$ cat config.mk
export PLATFORM = sky130hd
export DESIGN_NAME = bcd_key_entry
export DESIGN_NICKNAME = d
export VERILOG_FILES = /design/src/rtl/bcd_key_pkg.sv /design/src/rtl/key_debounce.sv /design/src/rtl/bcd_key_entry.sv
export SDC_FILE = /design/constraint.sdc
export NUM_CORES = 1
export LEC_CHECK = 0
export CAP_MARGIN = 20
export CORE_AREA = 2 2 79 81
export CTS_BUF_LIST = sky130_fd_sc_hd__clkbuf_4 sky130_fd_sc_hd__clkbuf_8
export CTS_CLUSTER_DIAMETER = 50
export DETAILED_ROUTE_END_ITERATION = 10
export DIE_AREA = 0 0 81 83
export PLACE_DENSITY = 0.86
export SYNTH_ARGS = -nofsm -noshare
export SYNTH_HDL_FRONTEND = slang
export SYNTH_SLANG_ARGS = --single-unit
$ cat constraint.sdc
create_clock -name CLK -period 11 [get_ports CLK]
set_input_delay 1.1 -clock CLK [delete_from_list [all_inputs] [get_ports CLK]]
set_output_delay 1.1 -clock CLK [all_outputs]
set_load 0.01 [all_outputs]
$ cat src/rtl/bcd_key_pkg.sv
// Shared types and constants for the BCD key-entry block: FSM states, key
// vector layout and digit helpers.
package bcd_key_pkg;

  localparam int BCD_W       = 4;
  localparam int N_KEYS      = 12;
  localparam int KEY_IDX_CLR = 10;
  localparam int KEY_IDX_ENT = 11;

  typedef enum logic [1:0] {
    S_IDLE = 2'd0,
    S_HOLD = 2'd1,
    S_SEND = 2'd2
  } state_e;

  // Caller guarantees exactly one of the ten digit keys is set.
  function automatic logic [BCD_W-1:0] key_digit(input logic [9:0] sw);
    logic [BCD_W-1:0] d;
    d = '0;
    for (int unsigned i = 0; i < 10; i++) begin
      if (sw[i]) d = BCD_W'(i);
    end
    return d;
  endfunction

  function automatic logic multi_key(input logic [N_KEYS-1:0] v);
    return ($countones(v) > 1);
  endfunction

endpackage

$ cat src/rtl/key_debounce.sv
// Two-flop synchronizer followed by a whole-vector debouncer: the held vector
// is reported stable once it has been unchanged for 2^DEB_W cycles.
module key_debounce #(
  parameter int W     = 12,
  parameter int DEB_W = 4
) (
  input  logic         clk,
  input  logic         rst_n,
  input  logic [W-1:0] raw,
  output logic [W-1:0] p,
  output logic         stable
);

  logic [W-1:0]     sync1_q, sync2_q;
  logic [W-1:0]     p_q, p_d;
  logic [DEB_W-1:0] cnt_q, cnt_d;

  always_comb begin
    p_d   = p_q;
    cnt_d = cnt_q;
    if (sync2_q != p_q) begin
      p_d   = sync2_q;
      cnt_d = '0;
    end else if (cnt_q != '1) begin
      cnt_d = cnt_q + 1'b1;
    end
  end

  always_ff @(posedge clk or negedge rst_n) begin
    if (!rst_n) begin
      sync1_q <= '0;
      sync2_q <= '0;
      p_q     <= '0;
      cnt_q   <= '0;
    end else begin
      sync1_q <= raw;
      sync2_q <= sync1_q;
      p_q     <= p_d;
      cnt_q   <= cnt_d;
    end
  end

  assign p      = p_q;
  assign stable = (cnt_q == '1);

endmodule

$ cat src/rtl/bcd_key_entry.sv
// Debounced keypad entry of up to N_DIGITS BCD digits, with clear, enter and a
// valid/ready handoff of the committed value.
module bcd_key_entry
  import bcd_key_pkg::*;
#(
  parameter int N_DIGITS = 4,
  parameter int DEB_W    = 4
) (
  input  logic                      CLK,
  input  logic                      RST_N,
  input  logic [9:0]                SW,
  input  logic                      KEY_CLR,
  input  logic                      KEY_ENT,
  output logic [BCD_W*N_DIGITS-1:0] DIGITS,
  output logic [3:0]                CNT,
  output logic [BCD_W*N_DIGITS-1:0] DOUT,
  output logic                      DOUT_VLD,
  input  logic                      DOUT_RDY,
  output logic                      ERR
);

  localparam int DW = BCD_W * N_DIGITS;

  logic [N_KEYS-1:0] raw_keys;
  logic [N_KEYS-1:0] p;
  logic              stable;

  state_e            state_q, state_d;
  logic [DW-1:0]     digits_q, digits_d;
  logic [3:0]        cnt_q, cnt_d;
  logic [DW-1:0]     dout_q, dout_d;
  logic              vld_q, vld_d;
  logic              err_q, err_d;

  assign raw_keys = {KEY_ENT, KEY_CLR, SW};

  key_debounce #(
    .W     (N_KEYS),
    .DEB_W (DEB_W)
  ) u_deb (
    .clk    (CLK),
    .rst_n  (RST_N),
    .raw    (raw_keys),
    .p      (p),
    .stable (stable)
  );

  always_comb begin
    state_d  = state_q;
    digits_d = digits_q;
    cnt_d    = cnt_q;
    dout_d   = dout_q;
    vld_d    = vld_q;
    err_d    = 1'b0;
    unique case (state_q)
      S_IDLE: begin
        // Every evaluated press leaves through S_HOLD so a held key acts once.
        if (stable && (p != '0)) begin
          state_d = S_HOLD;
          if (multi_key(p)) begin
            err_d = 1'b1;
          end else if (p[KEY_IDX_ENT]) begin
            if (cnt_q != 4'd0) begin
              dout_d   = digits_q;
              vld_d    = 1'b1;
              digits_d = '0;
              cnt_d    = '0;
              state_d  = S_SEND;
            end else begin
              err_d = 1'b1;
            end
          end else if (p[KEY_IDX_CLR]) begin
            digits_d = '0;
            cnt_d    = '0;
          end else if (cnt_q < 4'(N_DIGITS)) begin
            digits_d              = digits_q << BCD_W;
            digits_d[BCD_W-1:0]   = key_digit(p[9:0]);
            cnt_d                 = cnt_q + 4'd1;
          end else begin
            err_d = 1'b1;
          end
        end
      end
      S_HOLD: begin
        if (stable && (p == '0)) state_d = S_IDLE;
      end
      S_SEND: begin
        if (vld_q && DOUT_RDY) begin
          vld_d   = 1'b0;
          state_d = S_HOLD;
        end
      end
      default: state_d = S_IDLE;
    endcase
  end

  always_ff @(posedge CLK or negedge RST_N) begin
    if (!RST_N) begin
      state_q  <= S_IDLE;
      digits_q <= '0;
      cnt_q    <= '0;
      dout_q   <= '0;
      vld_q    <= 1'b0;
      err_q    <= 1'b0;
    end else begin
      state_q  <= state_d;
      digits_q <= digits_d;
      cnt_q    <= cnt_d;
      dout_q   <= dout_d;
      vld_q    <= vld_d;
      err_q    <= err_d;
    end
  end

  assign DIGITS   = digits_q;
  assign CNT      = cnt_q;
  assign DOUT     = dout_q;
  assign DOUT_VLD = vld_q;
  assign ERR      = err_q;

endmodule

# Yosys cells after proc, flatten, opt, wreduce, memory -nomap -nowiden
# Cells that the tools add are included.
[totals]
latch_bits = 0
memories = 0
ramBits = 0
romBits = 0
word_cells = 91
regBits = 80
in_bits = 15
[op_classes]
order_cmp = 2
addsub = 13
reduce_logical = 14
n_div = 0
bitwise = 1
eq_ne = 12
mux = 39
n_mul = 0
shifts = 0
[ops]
columns = ["cell", "n"]
rows = [
  ["$mux W16", 4],
  ["$mux W4", 14],
  ["$mux W1", 13],
  ["$add A1 B1 Y2", 6],
  ["$logic_not A12 Y1", 1],
  ["$mux W2", 6],
  ["$ne A12 B12 Y1", 1],
  ["$ne A2 B2 Y1 const B", 6],
  ["$reduce_bool A12 Y1", 1],
  ["$reduce_and A5 Y1", 2],
  ["$add A2 B2 Y3", 3],
  ["$add A4 B1 Y4 const B", 2],
  ["$pmux W2 S3", 1],
  ["$reduce_and A6 Y1", 1],
  ["$add A4 B3 Y5", 1],
  ["$gt A5 B1 Y1 const B", 1],
  ["$add A3 B3 Y4", 1],
  ["$eq A4 B4 Y1 const B", 1],
  ["$lt A4 B3 Y1 const B", 1],
  ["$ne A4 B4 Y1 const B", 1],
  ["$reduce_bool A2 Y1", 2],
  ["$reduce_bool A4 Y1", 1],
  ["$logic_and A1 B1 Y1", 3],
  ["$reduce_and A3 Y1", 1],
  ["other kinds (7)", 7],
]

# Depth between registers and ports, before layout
# Gate-level depths: netlist (run 1).
[logic_depth]
word_depth = 12
depth_mapped = 13
ltp_nobuf = 12

# Hierarchy
# From an unflattened synthesis (run 1), not the netlist that was laid out.
[unflattened]
hier_cells = 260
hier_area_um2 = 3448.3
[by_module_without_submodules]
columns = ["module", "area_each_um2", "instances", "seq_area_each_um2", "cells_per_inst"]
rows = [
  ["bcd_key_entry", 2157.1, 1, 1001.0, 179],
  ["key_debounce", 1291.2, 1, 1001.0, 81],
]

# Worst setup path before layout (run 1)
# Ideal clock, no wire load.
[synth_path]
kind = "reg-to-reg"
from = "reg u_deb.p_q[5] (netlist: u_deb.p[5])"
to = "reg dout_q[10] (netlist: DOUT[10])"
n_path_buf = 1
t_required_ns = 10.875
slack_ns = 6.504
path_stages_with_launch = 14
t_arrival_ns = 4.371
setup_ns = 0.125
synth_period_minus_slack_ns = 4.496
path_cell_list = "dfrtp_1 > inv_1 > fa_1 > fa_1 > fa_1 > fa_1 > inv_1 > ha_1 > fa_1 > nor4_1 > a31oi_2 > nor3_4 > buf_6 > mux2_4"
[synth_via]
elab_chain_len = 7
elab_cells_between_ends = 9
[synth_rtl]
columns = ["element", "line_no", "rtl"]
rows = [
  ["start: declaration", "key_debounce.sv:15", "logic [W-1:0] p_q, p_d;"],
  ["start signal: assignment", "key_debounce.sv:38", "p_q <= p_d;"],
  ["$add A1 B1 Y2 (implied by the code)", "bcd_key_pkg.sv:27", "return ($countones(v) > 1);"],
  ["$add A2 B2 Y3 (implied by the code)", "bcd_key_pkg.sv:27", ""],
  ["$add A3 B3 Y4 (implied by the code)", "bcd_key_pkg.sv:27", ""],
  ["$add A4 B3 Y5 (implied by the code)", "bcd_key_pkg.sv:27", ""],
  ["$gt A5 B1 Y1", "bcd_key_pkg.sv:27", ""],
  ["$not A1 Y1 (no source line)", "-", ""],
  ["$reduce_and A5 Y1 (no source line) (*)", "-", ""],
  ["end signal: assignment", "bcd_key_entry.sv:109", "dout_q <= dout_d;"],
  ["end: declaration", "bcd_key_entry.sv:31", "logic [DW-1:0] dout_q, dout_d;"],
]
# Mark *: on every way between the ends. The rest lies on a longest branch, timed or not.
# A chain may end at the register's enable or synchronous reset.

# Final worst setup path (run 1)
[layout_path]
from = "reg u_deb.p_q[0] (netlist: u_deb.p[0])"
to = "reg dout_q[1] (netlist: DOUT[1])"
# The elaborated chain is that of the path after synthesis.

==> flow_summary.yaml, run 1 <==
setup_path:
  worstSetupPathType: "flop to flop"
  crit_path_start: "u_deb.p[0]"
  r2r_start: "u_deb.p[0]"
  cp_slowest_stage_delay_ns: 0.87
  path_cells: "inv_1 -> fa_1 -> fa_1 -> fa_1 -> fa_1 -> inv_1 -> ha_1 -> fa_1 -> nor4_1 -> a31oi_2 -> nor3_4 -> mux2_2"
  worst-path-buf-inv: 2
  cp_max_fo: 18
  cp_common_cell: "fa_1"
  cp_slowest_cell: "nor3_4"
  required_ns: 11.23
  regToRegSetupSlack_ns: 5.90
  cp-end-kind: "flop"
  path_delay_family: "adder cells"
  worstPathArrival_ns: 5.34
  start_kind: "flop"
clocking:
  cts_sinks: 80
  clock_latency_ns: 0.35
  cts-root-buf: "clkbuf_8"
  holdBufCountCts: 0
  htreeDepth: 3
  cts_tree: "built"
  post_cts_resize_count: 0
  ctsLongestPathBuffers: 2
  clk_pin_slew_ns: 0.07
  post_cts_buffers: 0
  numCtsBuffers: 9
cells_and_area:
  nNetsFinal: 342
  multi_input_area_um2: 1240
  nFillCells: 391
  final_common_cell: "dfrtp_1"
  seqCellArea_um2: 2000
  fin_util: 0.724
  drive_gt1_frac: 0.130
  diodes: 0
  area_growth_pct: 22.6
  final_area_um2: 4210
  final_cells: 390
  layout_common_cells: "80 x dfrtp_1, 51 x clkdlybuf4s50_1, 33 x inv_1"
floorplan:
  core-area_um2: 5820
  placementRows: 28
  io-pin-count: 53
  die_y_um: 83
  design.die.area_um2: 6720
  start_util: 0.591
  die_w_um: 81
detailed_routing:
  viasPerCell: 5.20
  dr_wl_met2_um: 2960
  drc: 0
  dr.max_layer_used: "met4"
  met3_wirelength_um: 276
  vias: 2028
  wl_per_cell_um: 14.7
  drtIter0Drc: 80
  drt_wl_total_um: 5740
  drt-met1-wl_um: 2420
  dr.pass1.iters: 4
  ant_nets: 0
yosys:
  synthDistinctLibCells: 39
  syn_inst: 264
  async_flop_share: 1.00
  synth.avg_cell_area_um2: 13.0
  synth_edf_count: 0
  ys_warn_count: 0
  ys_seq_area_frac: 0.583
  syn-num-nets: 294
  synth_top_flop_cell: "dfrtp_1"
  synth_seq_cells: 80
  synth_area_um2: 3440
placement:
  placed_cells: 375
  placed_cell_area_um2: 3980
  place_congestion: 0.882
  dp_worst_setup_slack_ns: 5.91
  dp_hpwl_um: 4120
  port-buffer-count: 52
pwr:
  irDropWorstVdd_v: 0.0000968
  p_leak_nw: 1.86
  powerDensity_nw_per_um2: 142
  fin_total_pwr_mw: 0.599
timing:
  final.setup.tns_ns: 0
  period_share: 0.464
  fin_crit_ns: 5.10
  setup_viol: 0
  drv_slew: 0
  timing.fmax_mhz: 196
  max_slew_margin: 0.332
  setup_ws_ns: 5.90
  whs_ns: 0.348
  tightestPinTransition_ns: 0.999
  rsz0062_at_grt: "false"
  finClkSkew_ns: 0.00749
  hold_viol: 0
grt:
  grt_pass1_wl_um: 9990
  antenna_found_initial: 0
  grt_pass1_vias: 2118
  overflow: 0
  track_usage: 0.195
  grt_max_degree: 81
worst_hold_path:
  hp-class: "flop to flop"
  hp-start: "u_deb.sync1_q[9]"
outcome:
  status: "finished clean"
run:
  max_cap_violations: 0
## sequential cells by signal, indices dropped and copies added, names as in the netlist
name           cells
u_deb.sync2_q     12
u_deb.cnt_q        4
state_q            2
CNT                4
DOUT              16
ERR                1
u_deb.p           12
u_deb.sync1_q     12
DOUT_VLD           1
DIGITS            16
## where the power goes
group | switching [mW] | leakage, nW | internal, mW
Clock | 0.0958 | 0.106 | 0.131
Combinational | 0.0395 | 0.723 | 0.0270
Sequential | 0.00524 | 1.03 | 0.301
Total | 0.141 | 1.86 | 0.458
## synth_stat cells, drive strengths merged (4+ instances only)
library cell  instances  area (µm²)
dfrtp                80        2000
inv                  33         124
mux2                 20         270
mux2i                15         150
nand2                15        56.3
clkbuf               13        48.8
xor2                 12         105
nor2                 11        41.3
ha                    8         100
fa                    7         140
nor4                  6        37.5
a21oi                 4        20.0
nand3                 4        20.0
nor3                  4        36.3
## path summary, 6_finish.rpt
path / end / cells after the start
max: DOUT[1] / 12
min: u_deb.sync2_q[9] / 0
max reg2reg: DOUT[1] / 12
min reg2reg: u_deb.sync2_q[9] / 0
max in group asynchronous: u_deb.p[1] / 1
min in group asynchronous: DOUT[14] / 1
## cell type report
cell class                      instances  share of cell area
Tap cell                               75              0.0223
Multi-Input combinational cell        135               0.294
Timing Repair Buffer                   53               0.129
Clock buffer                           11              0.0330
Clock inverter                          3              0.0163
Sequential cell                        80               0.475
Inverter                               33              0.0294
## routing by layer
metal | vias up | GRT usage
met2 | 53 | 0.315
met3 | 9 | 0.0533
li1 | 958 | -
met5 | - | 0
met1 | 1008 | 0.249
met4 | 0 | 0.0755
## cells by family (layout without fill, tap and decap cells)
family | count (synthesis) | after routing | synth area share
xor gates and xnor gates | 13 | 13 | 0.0331
AOI/OAI and AO/OA | 20 | 20 | 0.0510
and+or+nand+nor | 52 | 52 | 0.0827
adders and majority gates | 15 | 15 | 0.0699
DFF | 80 | 80 | 0.583
muxes | 35 | 35 | 0.122
buffers and inverters | 49 | 100 | 0.0583
Power figures use the tool's default switching activity.
==> inputs of run 2 (changes only) <==
--- a/config.mk
+++ b/config.mk
@@ -6,12 +6,12 @@
 export NUM_CORES = 1
 export LEC_CHECK = 0
 export CAP_MARGIN = 20
-export CORE_AREA = 2 2 79 81
+export CORE_AREA = 2 2 86 88
 export CTS_BUF_LIST = sky130_fd_sc_hd__clkbuf_4 sky130_fd_sc_hd__clkbuf_8
 export CTS_CLUSTER_DIAMETER = 50
 export DETAILED_ROUTE_END_ITERATION = 10
-export DIE_AREA = 0 0 81 83
-export PLACE_DENSITY = 0.86
+export DIE_AREA = 0 0 88 90
+export PLACE_DENSITY = 0.77
 export SYNTH_ARGS = -nofsm -noshare
 export SYNTH_HDL_FRONTEND = slang
 export SYNTH_SLANG_ARGS = --single-unit
==> constraint.sdc (replaced) <==
create_clock -name CLK -period 4.6 [get_ports CLK]
set_input_delay 0.46 -clock CLK [delete_from_list [all_inputs] [get_ports CLK]]
set_output_delay 0.46 -clock CLK [all_outputs]
set_load 0.01 [all_outputs]
==> run 2 against run 1 <==
Clock skew rose by 0.0019 ns. Highest routed layer unchanged. Combinational power rose to 2.9 times the previous value. Clock power rose by 150%. First-iteration DRC count rose by 35%. Core utilization fell by 11 points. Clock-buffer cell count fell by 2.
==> flow_summary.yaml, run 2 (same netlist as run 1, synthesis figures left out) <==
timing:
  setup_viol: 0
  finClkSkew_ns: 0.00944
  max_slew_margin: 0.368
  period_share: 0.964
  fin_crit_ns: 4.44
  timing.fmax_mhz: 225
  whs_ns: 0.250
  tightestPinTransition_ns: 0.948
  hold_viol: 0
  drv_slew: 0
setup_path:
  cp-end-kind: "flop"
  worstSetupPathType: "flop to flop"
  required_ns: 4.83
  start_kind: "flop"
  cp_max_fo: 18
  worstPathArrival_ns: 4.67
grt:
  grt_pass1_wl_um: 9790
  grt_pass1_vias: 2026
  antenna_found_initial: 0
  grt_max_degree: 81
  track_usage: 0.160
  overflow: 0
pwr:
  powerDensity_nw_per_um2: 344
  p_leak_nw: 1.89
  irDropWorstVdd_v: 0.000228
worst_hold_path:
  hp-class: "primary input to async pin"
placement:
  placed_cell_area_um2: 4070
  dp_hpwl_um: 4050
  port-buffer-count: 52
  place_congestion: 0.851
clocking:
  post_cts_buffers: 0
  post_cts_resize_count: 0
  ctsLongestPathBuffers: 2
  cts-root-buf: "clkbuf_8"
  cts_sinks: 80
  htreeDepth: 3
  cts_tree: "built"
  numCtsBuffers: 9
  clock_latency_ns: 0.35
  clk_pin_slew_ns: 0.09
  holdBufCountCts: 0
floorplan:
  start_util: 0.489
  io-pin-count: 53
  die_w_um: 88
  die_y_um: 90
  core-area_um2: 7020
  design.die.area_um2: 7920
  placementRows: 31
cells_and_area:
  layout_common_cells: "80 x dfrtp_1, 51 x clkdlybuf4s50_1, 33 x inv_1"
  drive_gt1_frac: 0.153
  area_growth_pct: 25.4
  multi_input_area_um2: 1260
  final_common_cell: "dfrtp_1"
  fin_util: 0.614
  nFillCells: 552
  seqCellArea_um2: 2000
  diodes: 0
  nNetsFinal: 346
  final_area_um2: 4310
detailed_routing:
  ant_nets: 0
  drtIter0Drc: 108
  drt_wl_total_um: 5730
  drc: 0
  wl_per_cell_um: 13.7
  viasPerCell: 4.83
  vias: 2030
  dr.pass1.iters: 4
run:
  max_cap_violations: 0
outcome:
  status: "finished clean"
==> run 2: layout make-up <==
| class | instances | share of cell area |
|---|---|---|
| Clock inverter | 7 | 0.0221 |
| Sequential cell | 80 | 0.465 |
| Clock buffer | 9 | 0.0287 |
| Timing Repair Buffer | 57 | 0.135 |
| Tap cell | 99 | 0.0287 |
| Inverter | 33 | 0.0287 |
| Multi-Input combinational cell | 135 | 0.292 |
==> run 2: final timing paths <==
path,startpoint,cells past startpoint,slack [ns],endpoint
max in group asynchronous,RST_N,1,3.73,u_deb.sync1_q[11]
worst min register to register,u_deb.sync1_q[11],0,0.35,u_deb.sync2_q[11]
worst min-delay path,RST_N,1,0.25,DOUT[11]
min in group CLK,u_deb.sync1_q[11],0,0.35,u_deb.sync2_q[11]
worst max register to register,u_deb.p[5],13,0.16,DOUT[4]
worst max-delay path,u_deb.p[5],13,0.16,DOUT[4]
==> run 2: where the power goes <==
group / leakage (nW) / switching, mW / internal, mW
sequential: 1.03 / 0.0109 / 0.719
clock: 0.110 / 0.257 / 0.306
combinational: 0.746 / 0.111 / 0.0790
==> run 2: worst max-delay path, cell delays in order (launching register included) <==
cell and delay (ns):
dfrtp_1 0.39, inv_1 0.09, fa_1 0.55, fa_1 0.42, fa_1 0.47, fa_1 0.49, inv_1 0.04, ha_1 0.21
fa_1 0.49, nor4_2 0.33, a31oi_4 0.11, nor3_4 0.19, buf_12 0.20, mux2_2 0.35
==> run 2: layer usage <==
layer | GRT usage | routed length [µm] | share of wire
met5 | 0 | 0 | 0
met4 | 0.0744 | 96 | 0.017
met3 | 0.0358 | 188 | 0.033
met2 | 0.253 | 2910 | 0.51
met1 | 0.209 | 2530 | 0.44
==> run 2: metrics by stage <==
step	setup WS (ns)	power, mW	setup TNS [ns]	std cells
finish	0.164	1.48	0	420
global route	-0.00666	1.56	-0.00666	420
CTS	0.0369	1.47	0	420
detailed placement	0.0463	0.905	0	404
global placement	0.162	0.895	0	404
floorplan	0.104	0.853	0	264
==> RTL edit 1, RTL diff (settings of run 2) <==
The package constant `BCD_W` goes from 4 to 6.
--- a/src/rtl/bcd_key_pkg.sv
+++ b/src/rtl/bcd_key_pkg.sv
@@ -2,7 +2,7 @@
 // vector layout and digit helpers.
 package bcd_key_pkg;
 
-  localparam int BCD_W       = 4;
+  localparam int BCD_W       = 6;
   localparam int N_KEYS      = 12;
   localparam int KEY_IDX_CLR = 10;
   localparam int KEY_IDX_ENT = 11;
Interface: changed (resized DIGITS and DOUT); port bits go from 53 to 69. The function was not compared with the original's and may differ.
==> RTL edit 1 against run 2 <==
  * Via count grew 6.2%
  * Clock power grew 5.9%
  * Total power is 7.1% higher
  * Fmax is 1.1% lower
  * Sequential cell count stayed put
  * Routed wire length grew 16%
  * Design area is 5.8% higher
  * Clock skew decreased by 0.00057 ns
  * Setup slack got worse by 0.051 ns
  * Sequential power barely moved
  * Synthesized area up 3.4%
==> RTL edit 1: results <==
{
  "status": "finished, final reports clean",
  "whs_path_depth": 0,
  "syn_inst": 281,
  "vdd_drop_max_mv": 0.233,
  "post-dp-hpwl_mm": 4.41,
  "critPathKind": "flip-flop to flip-flop",
  "synth-compound-area-share": 0.0475,
  "p_seq_frac": 0.460,
  "synth-xor-area-share": 0.0320,
  "muxShareOfSynthArea": 0.118,
  "layout-drive-gt1-share": 0.171,
  "slowest_delay_ns": 0.54,
  "place_ws_ns": 0.0316,
  "antenna_found_initial": 0,
  "final_cell_count_no_fill": 444,
  "ys_seq_area_frac": 0.563,
  "p_leak_uw": 0.00201,
  "avgRoutedWirePerCell_um": 14.9,
  "crit_arrival_ns": 4.73,
  "grt_pass1_wl_mm": 10.5,
  "cts_resized": 0,
  "grt_usage": 0.174,
  "skew_ns": 0.00887,
  "clockPowerShare": 0.376,
  "clkLatencyLatePin_ns": 0.35,
  "htreeDepth": 3,
  "min_path_type": "flip-flop to flip-flop",
  "antenna-diode-count": 0,
  "synthTopCellsByArea": "dfrtp_1 (56%), mux2_4 (5.1%), mux2i_1 (4.2%)",
  "ys_types": 40,
  "reg2reg_depth": 14,
  "dp.cells": 422,
  "cp_max_fo": 9,
  "final_nets": 370,
  "routed_via_density": 4.85,
  "drt_iter0_drc": 90,
  "cts_made_buffers": 9,
  "synthAdderAreaFrac": 0.0676,
  "worst_hold_path.endpoint": "u_deb.sync2_q[4]$_DFF_PN0_",
  "min_period_ns": 4.49,
  "crit_path_top_delay_cell": "fa_1",
  "crit_start": "u_deb.p[7]$_DFFE_PN0N_",
  "grt_max_degree": 81,
  "first_pass_iters": 4,
  "gp_congestion": 0.803,
  "intPower_uw": 1170,
  "fillers": 528,
  "r2r-end": "DOUT[9]$_DFFE_PN0P_",
  "tightest_slew_ns": 0.961,
  "hold_start": "u_deb.sync1_q[4]$_DFF_PN0_",
  "ff2ff_setup_slack_ns": 0.11,
  "p_total_uw": 1590,
  "grt_pass1_vias": 2115,
  "synth_common_cells": "dfrtp_1 (80), inv_1 (33), buf_4 (16), mux2i_1 (15), nand2_1 (15)"
}
## RTL edit 1: cell count changes after synthesis
| cell | before | now |
|---|---|---|
| buf_4 | 0 | 16 |
| a31oi_2 | 1 | 0 |
| conb_1 | 0 | 1 |
| a31oi_1 | 2 | 3 |
## RTL edit 1: final cells by class
class / instances / area share
tap: 99 / 0.0272
multi-input combinational: 151 / 0.296
clock inverter: 4 / 0.0167
timing repair buffer: 65 / 0.159
sequential: 80 / 0.439
inverter: 33 / 0.0272
clock buffer: 12 / 0.0349
## RTL edit 1: routing by layer
metal / vias up / global-route usage / share of wire
li1: 1002 / - / -
met1: 1091 / 0.226 / 0.43
met2: 55 / 0.277 / 0.52
met3: 7 / 0.0579 / 0.043
met4: 0 / 0.0538 / 0.011
met5: - / 0 / 0
## RTL edit 1: metrics by stage
step	instance area, µm²	hold slack, ns
final	4560	0.351
after floorplan	3610	0.164
after detailed placement	4150	0.335
after CTS	4390	0.292
after global placement	4150	0.332
after global routing	4560	0.363
==> RTL edit 2, RTL diff (config.mk and constraints of run 2) <==
Made on the original files. Encoding of `state_e`: now one-hot (3 bits for 3 states).
--- a/src/rtl/bcd_key_pkg.sv
+++ b/src/rtl/bcd_key_pkg.sv
@@ -7,10 +7,10 @@
   localparam int KEY_IDX_CLR = 10;
   localparam int KEY_IDX_ENT = 11;
 
-  typedef enum logic [1:0] {
-    S_IDLE = 2'd0,
-    S_HOLD = 2'd1,
-    S_SEND = 2'd2
+  typedef enum logic [2:0] {
+    S_IDLE = 3'b001,
+    S_HOLD = 3'b010,
+    S_SEND = 3'b100
   } state_e;
 
   // Caller guarantees exactly one of the ten digit keys is set.
Formal check against the unedited RTL: same outputs for any inputs over 10 cycles, from zero or initial values and one cycle with RST_N low; not proved beyond that.
==> RTL edit 2 against run 2 <==
  * Total power decreased by 3.6%
  * Combinational power increased by 2%
  * Largest power group unchanged
  * Clock skew decreased by 0.00054 ns
  * Routed wire length increased by 0.75%
  * Design area decreased by 0.20%
  * Highest routed layer unchanged
  * Sequential cell count increased by 1
  * Setup slack improved by 0.015 ns
  * Synthesized area increased by 0.58%
  * First-iteration DRC count increased by 11%
  * Clock power decreased by 12%
==> RTL edit 2: results <==
{
  "ys_types": 43,
  "gp_congestion": 0.859,
  "htreeDepth": 3,
  "crit_arrival_ns": 4.65,
  "clkLatencyLatePin_ns": 0.34,
  "path_clk_slew_ns": 0.08,
  "drt_iter0_drc": 120,
  "grt_pass1_vias": 2214,
  "synthTopCellsByArea": "dfrtp_1 (58%), mux2_2 (4.2%), fa_1 (4.1%)",
  "cts_buffer_depth": 2,
  "relSlewSlack": 0.354,
  "status": "finished, final reports clean",
  "grt_pass1_wl_mm": 10.2,
  "grt_max_degree": 82,
  "clock.fmax_mhz": 226,
  "avgRoutedWirePerCell_um": 13.6,
  "final_nets": 351,
  "cp_max_fo": 18,
  "routed_via_density": 4.91,
  "cts_made_buffers": 9,
  "ys_seq_area_frac": 0.587,
  "vdd_drop_max_mv": 0.249,
  "port_buffers": 52,
  "antenna-diode-count": 0,
  "first_pass_iters": 4,
  "antenna_found_initial": 0,
  "synth-main-ff-cell": "dfrtp_1",
  "syn-num-nets": 299,
  "dpl_cell_area_mm2": 0.00408,
  "layout-drive-gt1-share": 0.172,
  "grt_usage": 0.166,
  "cts_root_buf": "clkbuf_8",
  "synth_warnings": 0,
  "synthArstFlopShare": 1.00,
  "min_path_type": "input pin to asynchronous set/reset pin",
  "p_leak_uw": 0.00190,
  "post-dp-hpwl_mm": 4.08,
  "skew_ns": 0.00890,
  "reg2reg_depth": 13,
  "synth_common_cells": "dfrtp_1 (80), inv_1 (30), nand2_1 (16), mux2i_1 (14)"
}
==> RTL edit 2: changes by cell type after synthesis, sizes merged, moves of 2 or more <==
cell,change
nor4,+4
inv,-3
buf,+2
nand2b,+2
o21ai,-2
or4,-2
==> RTL edit 2: kinds of logic after synthesis <==
kind of cell | share of synthesized area
buffers and inverters | 0.0597
AO/OA/AOI/OAI | 0.0373
XOR/XNOR | 0.0355
multiplexers | 0.118
adder cells (fa/ha/maj) | 0.0695
flip-flops | 0.587
AND/OR/NAND/NOR | 0.0934
==> RTL edit 2: where the power goes <==
group,switching [µW],leakage (µW),internal [µW]
sequential,11.6,0.00104,728
combinational,107,0.000758,86.7
clock,243,0.000103,254
==> RTL edit 2: worst max-delay path: stages, from the launching register on <==
cell	delay, ns
dfrtp_1	0.37
inv_1	0.08
fa_1	0.57
fa_1	0.43
fa_1	0.51
fa_1	0.41
inv_1	0.06
ha_1	0.21
fa_2	0.49
a211oi_2	0.20
a31oi_2	0.18
nor4_4	0.23
buf_12	0.21
mux2_2	0.35
==> RTL edit 2: through the flow <==
step	util	setup slack (ns)	cells	total power, µW
after floorplan	-	0.0333	269	853
after global placement	0.582	0.194	409	905
after detailed placement	0.582	0.0363	409	918
after CTS	0.609	0.0227	425	1410
after global routing	0.613	-0.0376	425	1510
final	0.613	0.178	425	1430
==> RTL edit 2: layout make-up <==
cell class | count | area, µm²
tap | 99 | 124
clock buffer | 10 | 131
multi-input combinational | 139 | 1250
timing repair buffer | 60 | 598
clock inverter | 6 | 58.8
inverter | 30 | 113
fill | 564 | 2720
sequential | 81 | 2030
==> RTL edit 2: per-layer routing <==
metal | track usage | share of wire | vias to the layer above | wire length, µm
li1 | - | - | 985 | -
met1 | 0.212 | 0.44 | 1042 | 2550
met2 | 0.266 | 0.51 | 58 | 2930
met3 | 0.0450 | 0.048 | 2 | 276
met4 | 0.0615 | 0.0033 | 0 | 19
met5 | 0 | 0 | - | 0
==> RTL edit 2: repair_timing <==
action                                 4_1_cts  5_1_grt
resized for setup                            0        6
setup endpoints to repair                    0       36
buffers inserted                             0        0
endpoints found under the hold margin        0        0
==> RTL edit 2: worst paths after layout <==
check	startpoint	to	slack (ns)
setup / recovery	u_deb.p[0]$_DFFE_PN0N_	DOUT[4]$_DFFE_PN0P_	0.18
hold / removal	RST_N	DOUT[11]$_DFFE_PN0P_	0.24
setup reg to reg	u_deb.p[0]$_DFFE_PN0N_	DOUT[4]$_DFFE_PN0P_	0.18
hold reg to reg	u_deb.sync1_q[3]$_DFF_PN0_	u_deb.sync2_q[3]$_DFF_PN0_	0.35
max in group asynchronous	RST_N	DIGITS[9]$_DFFE_PN0P_	3.70
min in group CLK	u_deb.sync1_q[3]$_DFF_PN0_	u_deb.sync2_q[3]$_DFF_PN0_	0.35
